File: src/rtl/ocarina_song_matcher.sv
// ocarina_song_matcher
//   Recognises short melodies played on four active-low push-buttons.
//   Each button is synchronised, edge-detected, and turned into a note event.
//   A candidate mask narrows the set of songs that still agree with the notes
//   played so far. The attempt ends in MATCH when a song is completed, or in
//   FAIL on a wrong note, an invalid chord, or an idle timeout. Either result
//   is shown for HOLD_CYC cycles before the matcher returns to IDLE.
//
// Ports
//   clk        : system clock, all registers on the rising edge
//   resetn     : synchronous, active-low reset
//   key_n[3:0] : raw asynchronous buttons, active-low; bit index = note code
//   busy       : high while an attempt is in progress (LISTEN)
//   match      : high while a recognised song is displayed (MATCH)
//   match_id   : index of the most recently recognised song
//   fail       : high while a failed attempt is displayed (FAIL)
//   note_count : notes accepted in the current attempt
module ocarina_song_matcher #(
  parameter int NUM_SONGS = 4,
  parameter int MAX_LEN = 8,
  parameter logic [NUM_SONGS*MAX_LEN*2-1:0] SONG_PAT = 64'h0034_0024_001B_001E,
  parameter logic [NUM_SONGS*4-1:0] SONG_LEN = {NUM_SONGS{4'd3}},
  parameter int TIMEOUT_CYC = 100_000_000,
  parameter int HOLD_CYC = 50_000_000
) (
  input  logic clk,
  input  logic resetn,
  input  logic [3:0] key_n,
  output logic busy,
  output logic match,
  output logic [((NUM_SONGS > 1) ? $clog2(NUM_SONGS) : 1)-1:0] match_id,
  output logic fail,
  output logic [3:0] note_count
);

  localparam int MID_W = (NUM_SONGS > 1) ? $clog2(NUM_SONGS) : 1;
  localparam int TO_W = (TIMEOUT_CYC > 1) ? $clog2(TIMEOUT_CYC) : 1;
  localparam int HOLD_W = (HOLD_CYC > 1) ? $clog2(HOLD_CYC) : 1;
  localparam logic [TO_W-1:0] TO_LAST = TO_W'(TIMEOUT_CYC - 1);
  localparam logic [HOLD_W-1:0] HOLD_LAST = HOLD_W'(HOLD_CYC - 1);

  typedef enum logic [1:0] {
    IDLE   = 2'd0,
    LISTEN = 2'd1,
    MATCH  = 2'd2,
    FAIL   = 2'd3
  } state_t;

  // ---------------------------------------------------------------------
  // Input conditioning: two synchroniser flops plus a previous-value flop.
  // All reset to 1 (released), so a key that is up at reset exit never
  // produces a spurious press.
  // ---------------------------------------------------------------------
  logic [3:0] sync1_reg;
  logic [3:0] sync2_reg;
  logic [3:0] prev_reg;

  always_ff @(posedge clk) begin
    if (!resetn) begin
      sync1_reg <= 4'hF;
      sync2_reg <= 4'hF;
      prev_reg  <= 4'hF;
    end else begin
      sync1_reg <= key_n;
      sync2_reg <= sync1_reg;
      prev_reg  <= sync2_reg;
    end
  end

  // Press = high-to-low transition of the synchronised level.
  logic [3:0] press;
  logic       event_any;
  logic       invalid;
  logic [1:0] note;

  assign press     = prev_reg & ~sync2_reg;
  assign event_any = |press;
  assign invalid   = event_any & ~$onehot(press);

  always_comb begin
    note = 2'd0;
    for (int b = 0; b < 4; b++) begin
      if (press[b]) note = 2'(b);
    end
  end

  // ---------------------------------------------------------------------
  // Candidate evaluation
  // ---------------------------------------------------------------------
  state_t                state_reg;
  logic [NUM_SONGS-1:0]  cand_reg;
  logic [NUM_SONGS-1:0]  cand_next;
  logic [NUM_SONGS-1:0]  hit;
  logic [3:0]            pos_reg;
  logic [TO_W-1:0]       to_cnt_reg;
  logic [HOLD_W-1:0]     hold_cnt_reg;
  logic [MID_W-1:0]      hit_id;

  for (genvar gi = 0; gi < NUM_SONGS; gi++) begin : g_song
    logic [1:0] pat_note;
    logic [3:0] song_len;

    assign song_len = SONG_LEN[gi*4 +: 4];

    // Constant-index mux keeps every select in range for any pos value.
    always_comb begin
      pat_note = 2'd0;
      for (int j = 0; j < MAX_LEN; j++) begin
        if (pos_reg == 4'(j)) pat_note = SONG_PAT[(gi*MAX_LEN + j)*2 +: 2];
      end
    end

    assign cand_next[gi] = cand_reg[gi] & ~invalid & (note == pat_note) &
                           (pos_reg < song_len);
    // This note completes song gi.
    assign hit[gi] = cand_next[gi] & (song_len == pos_reg + 4'd1);
  end

  // Lowest-numbered completed song wins, so a prefix song beats a longer one.
  always_comb begin
    hit_id = '0;
    for (int s = NUM_SONGS - 1; s >= 0; s--) begin
      if (hit[s]) hit_id = MID_W'(s);
    end
  end

  // ---------------------------------------------------------------------
  // Main FSM with registered outputs
  // ---------------------------------------------------------------------
  always_ff @(posedge clk) begin
    if (!resetn) begin
      state_reg    <= IDLE;
      cand_reg     <= '1;
      pos_reg      <= 4'd0;
      to_cnt_reg   <= '0;
      hold_cnt_reg <= '0;
      match_id     <= '0;
      note_count   <= 4'd0;
      busy         <= 1'b0;
      match        <= 1'b0;
      fail         <= 1'b0;
    end else begin
      case (state_reg)
        IDLE, LISTEN: begin
          if (event_any) begin
            // An event in the timeout cycle is still processed as an event.
            to_cnt_reg <= '0;
            if (|hit) begin
              state_reg  <= MATCH;
              match_id   <= hit_id;
              note_count <= pos_reg + 4'd1;
              busy       <= 1'b0;
              match      <= 1'b1;
            end else if (cand_next == '0) begin
              state_reg <= FAIL;
              busy      <= 1'b0;
              fail      <= 1'b1;
            end else begin
              state_reg  <= LISTEN;
              cand_reg   <= cand_next;
              pos_reg    <= pos_reg + 4'd1;
              note_count <= pos_reg + 4'd1;
              busy       <= 1'b1;
            end
          end else if (state_reg == LISTEN) begin
            if (to_cnt_reg == TO_LAST) begin
              state_reg <= FAIL;
              busy      <= 1'b0;
              fail      <= 1'b1;
            end else begin
              to_cnt_reg <= to_cnt_reg + TO_W'(1);
            end
          end
        end

        MATCH, FAIL: begin
          // Events are discarded here; only the hold counter advances.
          if (hold_cnt_reg == HOLD_LAST) begin
            state_reg    <= IDLE;
            hold_cnt_reg <= '0;
            cand_reg     <= '1;
            pos_reg      <= 4'd0;
            to_cnt_reg   <= '0;
            note_count   <= 4'd0;
            match        <= 1'b0;
            fail         <= 1'b0;
          end else begin
            hold_cnt_reg <= hold_cnt_reg + HOLD_W'(1);
          end
        end

        default: begin
          state_reg <= IDLE;
          busy      <= 1'b0;
          match     <= 1'b0;
          fail      <= 1'b0;
        end
      endcase
    end
  end

endmodule
File: config.mk
export PLATFORM = sky130hd
export DESIGN_NAME = ocarina_song_matcher
export DESIGN_NICKNAME = d
export VERILOG_FILES = /design/src/rtl/ocarina_song_matcher.sv
export SDC_FILE = /design/constraint.sdc
export NUM_CORES = 1
export LEC_CHECK = 0
export CAP_MARGIN = 20
export CORE_MARGIN = 1
export CORE_UTILIZATION = 40
export CTS_CLUSTER_DIAMETER = 150
export DETAILED_ROUTE_END_ITERATION = 8
export PLACE_DENSITY = 0.6
export SLEW_MARGIN = 30
export SYNTH_ARGS = -nofsm -noshare
export SYNTH_HDL_FRONTEND = slang
export SYNTH_SLANG_ARGS = --single-unit
File: constraint.sdc
create_clock -name clk -period 7.1 [get_ports clk]
set_clock_uncertainty 0.2 [all_clocks]
set_input_delay 1.065 -clock clk [delete_from_list [all_inputs] [get_ports clk]]
set_output_delay 1.065 -clock clk [all_outputs]
set_load 0.01 [all_outputs]
# Word level (Yosys, flattened, before mapping)
# Index checks and enable logic that the tools add are counted.
# word_totals
ff_bits,84
inputBits,6
# classes
n_addsub,6
n_lt_le_gt_ge,1
eq_ne,29
n_mux,77
bitwise,21
n_reduce_logical,17
# ops
op,count
2-to-1 mux 27 bit,4
2-to-1 mux 2 bit,40
case mux 27 bit (2 select lines),1
2-to-1 mux 4 bit,10
adder 27 x 1 -> 27 bit (second input constant),1
== test 27 bit (second input constant),1
adder 26 x 1 -> 26 bit (second input constant),1
== test 26 bit (second input constant),1
2-to-1 mux 26 bit,1
case mux 4 bit (2 select lines),3
inequality test 3 bit (second input constant),6
AND reduction 3 bit,6
bitwise AND 1 bit,17
== test 4 x 3 -> 1 bit (second input constant),4
2-to-1 mux 1 bit,15
inequality test 2 bit (second input constant),5
== test 2 bit,4
== test 4 x 2 -> 1 bit (second input constant),2
logical NOT 4 bit,2
OR reduction 4 bit,2
AND reduction 5 bit,1
adder 1 x 1 -> 2 bit,2
adder 4 x 1 -> 4 bit (second input constant),1
bitwise AND 4 bit,1
15 further kinds,20

# Logic depth before layout (Yosys ltp)
# depth
ltp_word,17
depth_mapped,14
depth_no_buf,12

# Least setup slack after synthesis
# Ideal clock, no wire load.
# synth_timing
path_kind,register to register
from,reg sync2_reg[3]
to,reg note_count[0]
setup_ps,122
arrival_time_ps,3030
required_time_ps,6778
path_slack_ps,3748
path_stages_with_launch,15
period_less_slack_ps,3352
path_cell_list,dfxtp_1 nand2b_1 buf_2 fa_1 inv_1 ha_1 ha_1 nor3b_1 a21bo_2 mux2_2 nor2_2 a32o_2 buf_6 a211oi_1 a311o_1
# synth_via
elab_chain_len,16
elab_cells_between_ends,38
# synth_rtl
element,line,rtl
from (decl),55,logic [3:0] sync2_reg;
from (signal assigned),65,sync2_reg <= sync1_reg;
NOT 4 bit (*),76,assign press = prev_reg & ~sync2_reg;
bitwise AND 4 bit (*),76,
adder 1 x 1 -> 2 bit (not written as such),78,assign invalid = event_any & ~$onehot(press);
adder 2 x 2 -> 3 bit (not written as such),78,
== test 3 x 1 -> 1 bit,78,
NOT 1 bit,78,
bitwise AND 1 bit,78,
NOT 1 bit,113,assign cand_next[gi] = cand_reg[gi] & ~invalid & (note == pat_note) &
bitwise AND 1 bit (3 in series),113,
bitwise AND 1 bit,116,assign hit[gi] = cand_next[gi] & (song_len == pos_reg + 4'd1);
OR reduction 4 bit,148,if (|hit) begin
2-to-1 mux 4 bit,148,
2-to-1 mux 4 bit,145,if (event_any) begin
case mux 4 bit (2 select lines),143,case (state_reg)
to (signal assigned),151,note_count <= pos_reg + 4'd1;
to (signal assigned),162,note_count <= pos_reg + 4'd1;
to (decl),33,output logic [3:0] note_count
# Mark *: on every way between the ends. The rest lies on a longest branch, timed or not. The select of a mux whose other input is x is not followed.
# A chain may end at the register's enable or synchronous reset.

# Worst setup path in the final report
# layout_timing
from,reg sync2_reg[3]
to,reg pos_reg[3]
# layout_via
elab_chain_len,15
elab_cells_between_ends,36
# layout_rtl
element,line,rtl
NOT 4 bit (*),76,
bitwise AND 4 bit (*),76,
adder 1 x 1 -> 2 bit (not written as such),78,
adder 2 x 2 -> 3 bit (not written as such),78,
== test 3 x 1 -> 1 bit,78,
NOT 1 bit,78,
bitwise AND 1 bit,78,
NOT 1 bit,113,
bitwise AND 1 bit (3 in series),113,
bitwise AND 1 bit,116,
OR reduction 4 bit,148,
inequality test 2 bit (no line),-,
AND reduction 4 bit (no line) (*),-,
to (signal assigned),161,pos_reg <= pos_reg + 4'd1;
to (decl),94,logic [3:0] pos_reg;
# Mark *: on every way between the ends. The rest lies on a longest branch, timed or not.

==> run metrics <==
status finished, final reports clean; syn nets 506; post_cts resized 0; synth top area cells dfxtp_1, nor2_1, xor2_1, nand2_1, xnor2_1; static leakage 1.73 nW; f_max around 250 MHz; worst vdd ir roughly 170 µV; Synth cell types 69; clk slew on worst S/H paths ~0.09 ns; Die Area 10,900 µm²; GR Overflow Total 0; post-route minimum period 3.96 ns; final core utilization 0.469; total number of vias 3,437; antenna diode count 0; detailed-router iteration count before antenna repair 4; Final Wtd Congestion 0.824; Initial Util 0.421; gr usage total 0.175; Seq/Total Area, Yosys 0.402; worst hold path endpoint sync2_reg[0]; Sink Count 84; worst min path class register to register; worst hold start sync1_reg[0]; largest net degree at the start of global routing 30; Worst EP arrival 4.02 ns; RSZ-0062 raised after global routing false; first-pass GRT wire length between 15,000 and 20,000 µm; Worst Hold Path Cells 1; worst-skew pair later-pin latency 0.36 ns; WP data required about 7.2 ns; startpoint types register; synthesized instance count 490; Final Setup Violations 0; Die W 104 µm; postcts setup bufs 0; CP Max Fanout 11; Via density 5.42; # rows 36; post-synth top area cell dfxtp_1; HPWL Detailed around 6300 µm; Final #Nets 512; Worst R2R Setup Slack 3.14 ns; register bit total from synthesis 84; final wirelength 9090 µm; H-tree depth 3; clk buf depth 2; FF-to-FF Start sync2_reg[3]; CTS Buf Count 9; CP Capture Type register; WL/cell 14.3 µm; RR Endpoint pos_reg[3]; EDFF count, synth 0; Place WS 3.14 ns; Least-Margin Pin Slew 0.892 ns; Fin. Hold Viols 0; I/O Pins 15; most frequent cells in the layout dfxtp_1, nor2_1, nand2_1; flip-flop count of the largest register after layout 27; post-route ant nets 0; fin worst setup slack between 3 and 4 ns; number of global-route vias before repair about 3,200; Setup TNS 0 ns; most common cell after layout, fill and taps aside dfxtp_1; proportion of layout cells with a drive suffix above 1 0.0679; cells on worst reg2reg path 12; YS warnings 0; root buf cell clkbuf_8; Max Cap Violations 0; Slew Viols, Final 0; Post-synth ARST share 0; drc violations 0; Synth top area share 0.402; Port Buffers 14; Starting DRT DRC Count 189; pwr dens 234 nW/µm²; final period utilization 0.558; initial antenna violation count 0; mapped cell area 4190 µm²; Hold-fix buffers, CTS 0; Mean Syn Cell Area 8.54 µm²; CTS tree done; WS Path Type register to register; Slew Limit Headroom 0.404; Area Growth Syn to Fin 11.5%; prevailing post-synth register cell dfxtp_1; die span in y about 100 µm; Core Area 9950 µm²
routing by layer:
layer / GRT usage / wire length (µm) / up-vias
li1: - / - / 1731
met1: 0.222 / 4430 / 1645
met2: 0.285 / 4240 / 55
met3: 0.0495 / 345 / 6
met4: 0.0571 / 72 / 0
met5: 0 / 0 / -
area by class of cell:
type | instances | area, µm²
Fill cell | 963 | 5290
Multi-Input combinational cell | 371 | 2360
Sequential cell | 84 | 1680
Tap cell | 133 | 166
Timing Repair Buffer | 17 | 163
Clock buffer | 9 | 124
Clock inverter | 7 | 123
Inverter | 13 | 48.8
where the power goes:
part | switching, mW | internal, mW | total [mW]
logic | 0.0973 | 0.0703 | 0.168
registers | 0.0184 | 0.490 | 0.508
clock network | 0.182 | 0.237 | 0.419
cells by family after synthesis:
| family | Yosys count | share of synthesized area |
|---|---|---|
| muxes | 9 | 0.0218 |
| adders and majority gates | 10 | 0.0317 |
| and+or+nand+nor | 241 | 0.303 |
| AOI/OAI and AO/OA | 68 | 0.116 |
| xor gates and xnor gates | 43 | 0.0900 |
| DFF | 84 | 0.402 |
| buffers and inverters | 35 | 0.0356 |
how the worst max path moves through the flow:
stage,from,endpoint
floorplan,sync2_reg[3],note_count[0]
global placement,sync2_reg[3],pos_reg[3]
detailed placement,sync2_reg[3],pos_reg[3]
CTS,sync2_reg[3],pos_reg[2]
global route,sync2_reg[3],pos_reg[3]
finish,sync2_reg[3],pos_reg[3]
worst max-delay path, cell delays in order (launching register included):
cell and delay, ns:
dfxtp_1 0.31, nand2b_1 0.28, fa_1 0.54, inv_1 0.04, ha_1 0.17, ha_1 0.27
nor3b_1 0.25, a21bo_2 0.26, mux2_2 0.28, nor2_2 0.16, a32o_2 0.35, nand3b_1 0.40
and3_1 0.35
metrics by stage:
step / instances / hold WS [ns] / total power, mW / cell area, µm²
3_5_place_dp: 618 / 0.195 / 0.686 / 4420
2_1_floorplan: 490 / 0.186 / 0.643 / 4190
5_1_grt: 634 / 0.227 / 1.15 / 4670
4_1_cts: 634 / 0.215 / 1.11 / 4660
6_report: 634 / 0.214 / 1.09 / 4670
3_3_place_gp: 618 / 0.189 / 0.683 / 4420
cells in the mapped netlist, drive strengths merged (7+ instances only):
cell,n
dfxtp,84
nor2,71
nand2,44
xor2,29
nand3,20
nand4,19
nand2b,18
and3,17
o21ai,15
a21oi,14
xnor2,14
clkbuf,13
inv,13
and4,10
and2,9
buf,9
ha,9
mux2i,8
nor3,7
Note: power is estimated with default switching activity, not from simulation.
